===== config.mk =====
export PLATFORM = sky130hd
export DESIGN_NAME = imem_port_arbiter
export DESIGN_NICKNAME = d
export VERILOG_FILES = /design/src/rtl/imem_port_arbiter.sv
export SDC_FILE = /design/constraint.sdc
export NUM_CORES = 1
export LEC_CHECK = 0
export CORE_AREA = 2 2 96 98
export DETAILED_ROUTE_END_ITERATION = 16
export DIE_AREA = 0 0 98 100
export GPL_ROUTABILITY_DRIVEN = 0
export HOLD_SLACK_MARGIN = 0.03
export PLACE_DENSITY = 0.64
export SYNTH_ARGS = -nofsm -noshare
export SYNTH_HDL_FRONTEND = slang
export SYNTH_SLANG_ARGS = --single-unit

===== constraint.sdc =====
create_clock -name clk -period 2.3 [get_ports clk]
set_input_delay 0.23 -clock clk [delete_from_list [all_inputs] [get_ports clk]]
set_output_delay 0.23 -clock clk [all_outputs]
set_load 0.02 [all_outputs]

===== src/rtl/imem_port_arbiter.sv =====
// Arbitrates the single-port instruction memory between fetch (priority) and the
// loader/debug port, with starvation protection, exclusive lock and error screening.
module imem_port_arbiter #(
  parameter int unsigned DEPTH      = 1024,
  parameter int unsigned AW         = 10,
  parameter int unsigned MAX_STARVE = 4
) (
  input  logic          clk,
  input  logic          rst,
  input  logic          f_valid,
  input  logic [31:0]   f_addr,
  output logic          f_ready,
  output logic          f_rvalid,
  output logic [31:0]   f_rdata,
  output logic          f_err,
  input  logic          l_valid,
  input  logic          l_we,
  input  logic [31:0]   l_addr,
  input  logic [31:0]   l_wdata,
  input  logic          l_lock,
  output logic          l_ready,
  output logic          l_rvalid,
  output logic [31:0]   l_rdata,
  output logic          l_err,
  output logic          locked,
  output logic          mem_en,
  output logic          mem_we,
  output logic [AW-1:0] mem_addr,
  output logic [31:0]   mem_wdata,
  input  logic [31:0]   mem_rdata
);

  localparam int unsigned SW = (MAX_STARVE < 1) ? 1 : $clog2(MAX_STARVE + 1);

  typedef enum logic {
    ST_RUN    = 1'b0,
    ST_LOCKED = 1'b1
  } state_t;

  state_t        r_state;
  state_t        w_state_nxt;
  logic [SW-1:0] r_starve_cnt;
  logic [SW-1:0] w_starve_nxt;
  logic          r_resp_pending;
  logic          r_resp_port;
  logic          r_resp_err;
  logic          r_resp_we;

  logic          w_locked;
  logic          w_starve;
  logic          w_f_err;
  logic          w_l_err;
  logic          w_f_grant;
  logic          w_l_grant;
  logic [31:0]   w_resp_data;

  // Word-aligned and inside the memory, otherwise the access is refused.
  function automatic logic addr_err(input logic [31:0] a);
    return (a[1:0] != 2'b00) || (a[31:2] >= 30'(DEPTH));
  endfunction

  assign w_locked = (r_state == ST_LOCKED);
  assign w_starve = (r_starve_cnt == SW'(MAX_STARVE));
  assign w_f_err  = addr_err(f_addr);
  assign w_l_err  = addr_err(l_addr);

  // FSM state register
  always_ff @(posedge clk) begin
    if (!rst) begin
      r_state <= ST_RUN;
    end else begin
      r_state <= w_state_nxt;
    end
  end

  // FSM next state: lock follows l_lock with one cycle of latency
  always_comb begin
    w_state_nxt = r_state;
    case (r_state)
      ST_RUN:    if (l_lock)  w_state_nxt = ST_LOCKED;
      ST_LOCKED: if (!l_lock) w_state_nxt = ST_RUN;
      default:   w_state_nxt = ST_RUN;
    endcase
  end

  // Grants are suppressed while reset is held so the memory stays idle.
  always_comb begin
    w_l_grant = 1'b0;
    w_f_grant = 1'b0;
    if (rst) begin
      w_l_grant = l_valid & (w_locked | !f_valid | w_starve);
      w_f_grant = f_valid & !w_locked & !w_l_grant;
    end
  end

  assign l_ready = w_l_grant;
  assign f_ready = w_f_grant;
  assign locked  = rst & w_locked;

  // Memory drive from the granted port; erroring requests never reach the array
  always_comb begin
    mem_en    = 1'b0;
    mem_we    = 1'b0;
    mem_addr  = '0;
    mem_wdata = l_wdata;
    if (w_l_grant) begin
      mem_en   = !w_l_err;
      mem_we   = l_we & !w_l_err;
      mem_addr = l_addr[AW+1:2];
    end else if (w_f_grant) begin
      mem_en   = !w_f_err;
      mem_addr = f_addr[AW+1:2];
    end
  end

  // Starvation counter: counts fetch wins while the loader is waiting
  always_comb begin
    w_starve_nxt = r_starve_cnt;
    if (w_l_grant || !l_valid) begin
      w_starve_nxt = '0;
    end else if (w_f_grant && !w_starve) begin
      w_starve_nxt = r_starve_cnt + SW'(1);
    end
  end

  always_ff @(posedge clk) begin
    if (!rst) begin
      r_starve_cnt <= '0;
    end else begin
      r_starve_cnt <= w_starve_nxt;
    end
  end

  // Response tracking aligned with the memory's one-cycle read latency
  always_ff @(posedge clk) begin
    if (!rst) begin
      r_resp_pending <= 1'b0;
      r_resp_port    <= 1'b0;
      r_resp_err     <= 1'b0;
      r_resp_we      <= 1'b0;
    end else begin
      r_resp_pending <= w_l_grant | w_f_grant;
      r_resp_port    <= w_l_grant;
      r_resp_err     <= w_l_grant ? w_l_err : w_f_err;
      r_resp_we      <= w_l_grant & l_we;
    end
  end

  assign w_resp_data = (r_resp_err || r_resp_we) ? 32'h0 : mem_rdata;

  assign f_rvalid = rst & r_resp_pending & !r_resp_port;
  assign f_err    = f_rvalid & r_resp_err;
  assign f_rdata  = f_rvalid ? w_resp_data : 32'h0;

  assign l_rvalid = rst & r_resp_pending & r_resp_port;
  assign l_err    = l_rvalid & r_resp_err;
  assign l_rdata  = l_rvalid ? w_resp_data : 32'h0;

endmodule


### Word-level counts from Yosys, hierarchy flattened

Index checks and enable logic that the tools add are counted.

* add/subtract/negate cells: 1
* order comparisons: 2
* eq/ne operators: 1
* multiplexer cells: 12
* bitwise gates (word level): 15
* reduce and logical (&&, ||, !) cells: 16

Operators by type and width (number)
* 2-to-1 mux 32 bit: 3
* greater-or-equal comparator 30 x 11 -> 1 bit (second input constant): 2
* 2-to-1 mux 10 bit: 2
* AND 1 bit: 11
* zero test 1 bit: 8
* 2-to-1 mux 1 bit: 7
* logical OR 1 bit: 4
* nonzero test 2 bit: 2
* adder 3 x 1 -> 3 bit (second input constant): 1
* equality test 3 bit (second input constant): 1
* bitwise OR 1 bit: 3
* OR reduction 2 bit: 1
* logical AND 1 bit: 1
* inverter 1 bit: 1

* register bits: 8
* input port bits: 134

### Logic depth before layout (Yosys ltp)

Gate-level depths: netlist (run 1).

* depth after elaboration: 9
* mapped depth: 7
* depth with buffers taken out: 6

### Worst setup path after synthesis (run 1)

Ideal clock, no wire load.

* path type: flip-flop to output port
* start: reg r_starve_cnt[0]
* end: out mem_addr[1]
* arrival time: 1518 ps
* data required time: 2070 ps
* slack: 552 ps
* stages on the path, launching flop included: 7
* path through: dfxtp_1 -> inv_1 -> ha_1 -> and2_1 -> a211oi_2 -> buf_2 -> a22o_1

* longest elaborated chain between the ends: 8
* elaborated cells on any way between the ends: 9
* those cells by class: eq/ne: 1; mux: 4; bitwise: 3; reduce/logical: 1

RTL lines
* start: declaration: RTL line 42 `logic [SW-1:0] r_starve_cnt;`
* start signal: assignment: RTL line 130 `r_starve_cnt <= w_starve_nxt;`
* equality test 3 bit: RTL line 63 `assign w_starve = (r_starve_cnt == SW'(MAX_STARVE));`
* bitwise OR 1 bit: RTL line 91 `w_l_grant = l_valid & (w_locked | !f_valid | w_starve);`
* AND 1 bit: RTL line 91
* zero test 1 bit: RTL line 92 `w_f_grant = f_valid & !w_locked & !w_l_grant;`
* AND 1 bit: RTL line 92
* 2-to-1 mux 1 bit: RTL line 90 `if (rst) begin`
* via f_ready: RTL line 12 `output logic f_ready,`
* 2-to-1 mux 10 bit: RTL line 110 `end else if (w_f_grant) begin`
* 2-to-1 mux 10 bit: RTL line 106 `if (w_l_grant) begin`
* end: declaration: RTL line 28 `output logic [AW-1:0] mem_addr,`

The timed path passes the listed nets, and every way through them passes these cells.

### Worst setup path after layout (run 1)

* start: in rst
* end: out f_rdata[26]

* longest elaborated chain between the ends: 3

RTL lines
* start: declaration: RTL line 9 `input logic rst,`
* AND 1 bit (2 in a row): RTL line 151 `assign f_rvalid = rst & r_resp_pending & !r_resp_port;`
* 2-to-1 mux 32 bit: RTL line 153 `assign f_rdata = f_rvalid ? w_resp_data : 32'h0;`
* end: declaration: RTL line 14 `output logic [31:0] f_rdata,`

No other way between the ends.

==> impl_results.md, run 1 <==
- Status: finished, final reports clean
- Combinational Power Share: a little over half
- Netlist cell types: 23
- Worst-path cell chain: clkdlybuf4s50_1, nand2_1, nor2_2, buf_12, and3_1, clkdlybuf4s50_1
- Max IR drop VDD: between 0.0001 and 0.00015 V
- Final min period: roughly 2200 ps
- Synth Warn #: 0
- Worst hold path type: reg2reg
- CTS tree: yes
- Via/cell ratio: approximately 4.2
- Setup CP Type: in2out
- Clk network pwr share: between 20% and 30%
- Clock Sink Count: 8
- Hold-fix buffers at CTS: 0
- Die width: 98 µm
- Core Rows: 35
- Number of synthesized register bits: 8
- RSZ-0062 raised after global routing: yes
- Total global routing overflow: 0
- PwrDens: ~210 nW/µm²
- FMAX: approximately 450 MHz
- Max-slew violations: 0
- Syn-to-layout area delta: 153%
- Final worst-path cycle share: 97.3%
- Most common cell after layout, fill and taps aside: clkdlybuf4s50_1
- Num CTS Buffers: 3
- # setup viols final: 0
- Required @ worst endpoint: around 2100 ps
- Ports: around 250
- Worst hold path stage count: 1
- H-tree level count: 1
- Die footprint: 9800 µm²
- Sequential fraction of the synthesis area: about an eighth
- First-pass DRT Iterations: 4
- Flop pwr share: a little over a fifth
- Worst rel slew slack: 81.7%
- Fill cells: approximately 940
- Clk buf depth: 2
- Final Non-Filler Cells: 443
- PortBufs: ~180
- Worst-margin pin slew: between 200 and 300 ps
- NetSw: roughly 190 µW
- Largest net degree at the start of global routing: 65
- Setup bufs post-CTS: 0
- Initial Util: between 10% and 20%
- Arr. time, crit path: ~2000 ps
- Critical path's largest stage delay: about 600 ps
- FF-to-FF Start: r_starve_cnt[0]$_SDFFE_PP0P_
- Drt drc: 0
- Setup crit start kind: primary input
- First-pass GRT wire length: roughly 8500 µm
- Total Power: 675 µW
- Hold worst-path end: r_starve_cnt[0]$_SDFFE_PP0P_
- Most frequent cells in the layout: 138 x clkdlybuf4s50_1, 65 x and3_1, 33 x dlymetal6s2s_1
- Wirelength per Cell: approximately 13 µm
- Clock-pin slew on the worst setup and hold paths: 40 ps
- Final hold vios: 0
- Post-DRT Antenna Nets: 0
- Vias in the first global route: 1800
- Syn Area/Cell: between 7 and 8 µm²
- Synth Instances: around 180
- Worst-path maximum fanout: 33
- Detailed Route Iter0 Violations: 33
- Drt total wl: approximately 5700 µm
- Reg2Reg Capture Point: r_resp_err$_SDFF_PN0_
- Post-Place Cells: 440
- Leak: 0.00204 µW
- Setup tns final: 0 ps
- DR vias: about 1900
- Hpwl dp: between 5000 and 6000 µm
- Total of max-cap violations: 0
- Core box area: about 8900 µm²
- Power Internal: 488 µW
- Nets: 470
- Initial antenna violation count: 0
- R2R cell count: 7
- Min-delay src: r_starve_cnt[0]$_SDFFE_PP0P_
- CTS root buffer: clkbuf_8
- Clk_skew: between 1.5 and 2 ps
- Worst path most repeated cell: clkdlybuf4s50_1
- Share of cells above drive strength 1: 6.63%
- Sw Share: around 28%
- Mapped Nets: 315
- # diodes: 0
- Post-Syn Area: between 1000 and 1500 µm²
- Reg2reg setup slack: just under 900 ps
- Clk Latency, worst-skew pair: around 230 ps
- Total track usage: 10.6%
- CP Capture Type: primary output
- Die Ht: approximately 100 µm
- Worst path slowest cell: clkdlybuf4s50_1
==> state kept, by name, summed over array words and instances (netlist names) <==
signal          cells
r_resp_we           1
r_resp_port         1
r_starve_cnt        3
r_resp_pending      1
r_resp_err          1
r_state             1
==> per-stage QoR <==
step	area [µm²]	hold slack [ps]	setup WS, ps	utilization, %
after floorplan	1260	351	552	-
after global placement	3080	430	-136	34.6
after detailed placement	3080	453	-137	34.6
after CTS	3100	460	3.96	34.9
after global routing	3190	460	-2.44	35.8
final	3190	458	62.1	35.8
==> cell families after synthesis <==
logic type               share of synthesized area [%]
AND/OR/NAND/NOR                                   49.2
buffers and inverters                             25.7
adder cells (fa/ha/maj)                           1.98
AO/OA/AOI/OAI                                     9.72
flip-flops                                        12.7
XOR/XNOR                                         0.695
==> per-layer routing <==
layer / GRT usage [%] / routed length (µm) / vias up
li1: - / - / 914
met1: 11.7 / 2060 / 797
met2: 19.5 / 2890 / 149
met3: 3.62 / 744 / 3
met4: 2.46 / 28 / 0
met5: 0 / 0 / -
==> cell type report <==
| cell class | count | area, µm² | area share, % |
|---|---|---|---|
| timing repair buffer | 197 | 2040 | 64.1 |
| multi-input combinational | 118 | 782 | 24.5 |
| sequential | 8 | 160 | 5.03 |
| tap | 111 | 139 | 4.36 |
| clock buffer | 3 | 41.3 | 1.30 |
| inverter | 6 | 22.5 | 0.707 |
==> what timing repair did <==
item | CTS | global route
setup endpoints to repair | 12 | 34
resized for setup | 12 | 33
pin swaps | 0 | 0
==> Yosys cell counts <==
| master | count | area (µm²) |
|---|---|---|
| or4_4 | 1 | 11.3 |
| and2_1 | 7 | 43.8 |
| ha_1 | 2 | 25.0 |
| and3_1 | 65 | 407 |
| a21o_1 | 2 | 15.0 |
| inv_1 | 6 | 22.5 |
| nor2b_1 | 1 | 6.26 |
| a22o_1 | 10 | 87.6 |
| nand2b_1 | 1 | 6.26 |
| dfxtp_1 | 8 | 160 |
| or3_1 | 1 | 6.26 |
| nor2_1 | 8 | 30.0 |
| nor4_4 | 1 | 21.3 |
| buf_4 | 32 | 240 |
| xnor2_1 | 1 | 8.76 |
| nand2_1 | 4 | 15.0 |
| clkbuf_1 | 11 | 41.3 |
| nor3_1 | 1 | 5.00 |
| a211oi_1 | 1 | 7.51 |
| a211oi_2 | 1 | 12.5 |
| buf_2 | 4 | 20.0 |
| nand4_1 | 2 | 12.5 |
| nor4_1 | 9 | 56.3 |
==> worst max-delay path: cells and delay by family <==
family,cells,cell delay (ps)
AND/OR/NAND/NOR,3,410
buffers and inverters,3,1350
==> power by group through the flow <==
stage	Clock, µW	Combinational (µW)	Sequential (µW)
detailed placement	0	375	151
floorplan	0	185	149
CTS	173	367	148
global route	179	385	149
global placement	0	370	150
finish	168	359	148
==> how the worst max path moves through the flow <==
| stage | from | to | slack [ps] | depth (start not counted) |
|---|---|---|---|---|
| global placement | f_addr[17] | mem_en | -140 | 5 |
| detailed placement | f_addr[17] | mem_en | -140 | 5 |
| finish | rst | f_rdata[26] | 60 | 6 |
| floorplan | r_starve_cnt[0]$_SDFFE_PP0P_ | mem_addr[1] | 550 | 6 |
| CTS | rst | l_rdata[2] | 4 | 5 |
| global route | rst | l_rdata[6] | -2 | 5 |
Power figures use the tool's default switching activity.
==> run 2, diff against run 1 <==
- ABC_AREA: not set -> 1
- PLACE_DENSITY: 0.64 -> 0.69
==> impl_results.md, run 2 <==
- Required @ worst endpoint: 2070 ps (about the same)
- Num CTS Buffers: 3 (unchanged)
- Min-delay src: r_starve_cnt[0]$_SDFFE_PP0P_ (unchanged)
- Top cell type's share of synthesized area: 33.2% (was 32.2%)
- Syn Area/Cell: 6.59 µm² (was 7.05 µm²)
- PwrDens: 209 nW/µm² (was 212 nW/µm²)
- Status: finished, final reports clean (unchanged)
- Power Internal: 495 µW (was 488 µW)
- Drt total wl: 6070 µm (was 5720 µm)
- Most frequent cells in the layout: 106 x clkdlybuf4s50_1, 58 x nor3_2, 51 x dlygate4sd2_1 (was 138 x clkdlybuf4s50_1, 65 x and3_1, 33 x dlymetal6s2s_1)
- First-pass GRT wire length: 9410 µm (was 8490 µm)
- Mapped Nets: 401 (was 315)
- FF-to-FF Start: r_starve_cnt[0]$_SDFFE_PP0P_ (unchanged)
- Final hold vios: 0 (unchanged)
- Synth Instances: 265 (was 179)
- CTS root buffer: clkbuf_8 (unchanged)
- Most common cell after layout, fill and taps aside: clkdlybuf4s50_1 (unchanged)
- CP Capture Type: primary output (unchanged)
- Detailed Route Iter0 Violations: 24 (was 33)
- Clk_skew: 1.78 ps (was 1.90 ps)
- Clk network pwr share: 22.3% (was 24.9%)
- Final min period: 2150 ps (was 2240 ps)
- Post-Syn Area: 1750 µm² (was 1260 µm²)
- Leak: 0.00214 µW (was 0.00204 µW)
- CP top delay family: buffers and inverters (unchanged)
- Nets: 556 (was 470)
- Setup tns final: 0 ps (unchanged)
- Share of cells above drive strength 1: 19.4% (was 6.63%)
- Synth cell count leaders: 58 x nor3_2, 46 x inv_1, 46 x nand2_1 (was 65 x and3_1, 32 x buf_4, 11 x clkbuf_1)
- # diodes: 0 (unchanged)
- Largest net degree at the start of global routing: 65 (unchanged)
- Hold worst-path end: r_starve_cnt[0]$_SDFFE_PP0P_ (unchanged)
- Max FFs per register: 3 (unchanged)
- Worst path slowest cell: clkdlybuf4s50_1 (unchanged)
- Clk buf depth: 2 (unchanged)
- Top FF cell, synth: dfxtp_1 (unchanged)
- Die width: 98 µm (unchanged)
- RSZ-0062 raised after global routing: no (was yes)
- Total of max-cap violations: 0 (unchanged)
- Sw Share: 33.2% (was 27.7%)
- Die footprint: 9800 µm² (unchanged)
- Drt drc: 0 (unchanged)
- Worst-margin pin slew: 1010 ps (was 273 ps)
- Reg2reg setup slack: 990 ps (was 880 ps)
- Setup CP Type: reg2out (was in2out)
- Dpl cell area: 3500 µm² (was 3080 µm²)
- Syn-to-layout area delta: 103% (was 153%)
- Number of synthesized register bits: 8 (unchanged)
- NetSw: 246 µW (was 187 µW)
- Worst hold path stage count: 1 (unchanged)
- Vias in the first global route: 2164 (was 1800)
- Flop pwr share: 20.2% (was 21.9%)
- Design area: 3550 µm² (was 3190 µm²)
- Initial Util: 19.6% (was 14.2%)
- Setup WS pre-CTS: -53.5 ps (was -137 ps)
- First-pass DRT Iterations: 4 (unchanged)
- Die Ht: 100 µm (unchanged)
- Post-synth EDFFs: 0 (unchanged)
- Total global routing overflow: 0 (unchanged)
- Core box area: 8890 µm² (unchanged)
- Via/cell ratio: 4.01 (was 4.21)
- Setup bufs post-CTS: 0 (unchanged)
- Sequential fraction of the synthesis area: 9.17% (was 12.7%)
- Wirelength per Cell: 11.5 µm (was 12.9 µm)
- Initial antenna violation count: 0 (unchanged)
- Yosys top cell by area: nor3_2 (was and3_1)
- Reg with most FFs: r_starve_cnt (unchanged)
- Worst rel slew slack: 32.7% (was 81.7%)
- Crit path buf inv count: 4 (was 3)
- Worst-path maximum fanout: 11 (was 33)
- FMAX: 466 MHz (was 447 MHz)
- Total track usage: 11.3% (was 10.6%)
- Arr. time, crit path: 1920 ps (was 2010 ps)
- Max IR drop VDD: 0.000251 V (was 0.000115 V)
- Hpwl dp: 5250 µm (was 5030 µm)
- Total Power: 740 µW (was 675 µW)
- Clk Latency, worst-skew pair: 230 ps (about the same)
- Critical path's largest stage delay: 530 ps (was 600 ps)
- Netlist cell types: 17 (was 23)
- Ports: 249 (unchanged)
- Final setup margin: 152 ps (was 62.1 ps)
- Top post-synthesis cells by area: nor3_2 33%, buf_4 15%, inv_1 9.9% (was and3_1 32%, buf_4 19%, dfxtp_1 13%)
- DR vias: 2123 (was 1863)
- Reg2Reg Capture Point: r_resp_err$_SDFF_PN0_ (unchanged)
- Clock-pin slew on the worst setup and hold paths: 40 ps (about the same)
- Hold-fix buffers at CTS: 0 (unchanged)
- Synth Warn #: 0 (unchanged)
- Count leader, synth: nor3_2 (was and3_1)
- Max-slew violations: 0 (unchanged)
- Asr flop ratio synth: 0% (unchanged)
- Combinational Power Share: 57.4% (was 53.2%)
- H-tree level count: 1 (unchanged)
- Worst hold path type: reg2reg (unchanged)
- CTS tree: yes (unchanged)
- Final worst-path cycle share: 93.4% (was 97.3%)
- # setup viols final: 0 (unchanged)
- Post-DRT Antenna Nets: 0 (unchanged)
- PortBufs: 184 (unchanged)
- Core Rows: 35 (unchanged)
- Setup crit start kind: flop (was primary input)
- Worst-path cell chain: inv_1, ha_1, nand2_1, nand3_1, nand2_1, inv_1, buf_12, clkdlybuf4s50_1 (was clkdlybuf4s50_1, nand2_1, nor2_2, buf_12, and3_1, clkdlybuf4s50_1)
- R2R cell count: 9 (was 7)
- Clock Sink Count: 8 (unchanged)
==> run 2: kinds of logic after synthesis <==
group                    synth area share [%]
XOR/XNOR                                0.502
AO/OA/AOI/OAI                           0.286
AND/OR/NAND/NOR                          57.2
flip-flops                               9.17
buffers and inverters                    31.4
adder cells (fa/ha/maj)                  1.43
==> run 2: layout make-up <==
| class | count | area [µm²] |
|---|---|---|
| clock buffers | 3 | 41.3 |
| multi-input cells | 161 | 1040 |
| well taps | 111 | 139 |
| fillers | 915 | 5340 |
| repair buffers | 197 | 1980 |
| inverters | 49 | 184 |
| flip-flops and latches | 8 | 160 |
==> run 2: routing by layer <==
metal	GRT usage, %	up-vias	share of wire, %
met5	0	-	0
met2	23.0	141	52
met1	11.0	895	36
met3	4.60	3	12
li1	-	1084	-
met4	1.18	0	0.23
==> run 2: worst max-delay path by stage <==
stage / startpoint / end / slack (ps) / cells past startpoint
floorplan: r_resp_we$_SDFF_PN0_ / l_rdata[0] / 680 / 4
global placement: rst / mem_en / -9 / 8
detailed placement: rst / l_rdata[23] / -50 / 7
CTS: rst / l_rdata[12] / 0.5 / 7
global route: r_starve_cnt[0]$_SDFFE_PP0P_ / l_ready / 7 / 8
finish: r_starve_cnt[0]$_SDFFE_PP0P_ / l_ready / 150 / 8
==> run 2: stage by stage <==
step	hold slack, ps	cells	utilization, %
4_1_cts	457	529	39.1
3_5_place_dp	447	526	39.4
2_1_floorplan	323	265	-
3_3_place_gp	430	526	39.4
6_report	447	529	39.9
5_1_grt	460	529	39.9
==> run 2: worst reg2reg max path, delay by kind of cell, from the launching register on <==
family | cells | cell delay [ps]
adders and majority gates | 1 | 200
buffers and inverters | 1 | 60
and+or+nand+nor | 7 | 630
DFF | 1 | 350
==> run 2: timing repair <==
action | in CTS | in global routing
setup endpoints to repair | 51 | 27
endpoints found under the hold margin | 0 | 0
resized for setup | 51 | 27
==> run 2: power groups by stage <==
stage,Combinational [µW],Sequential [µW],Clock [µW]
final,425,150,165
after global routing,459,150,180
after CTS,434,150,170
after detailed placement,441,152,0
after global placement,437,152,0
after floorplan,262,151,0
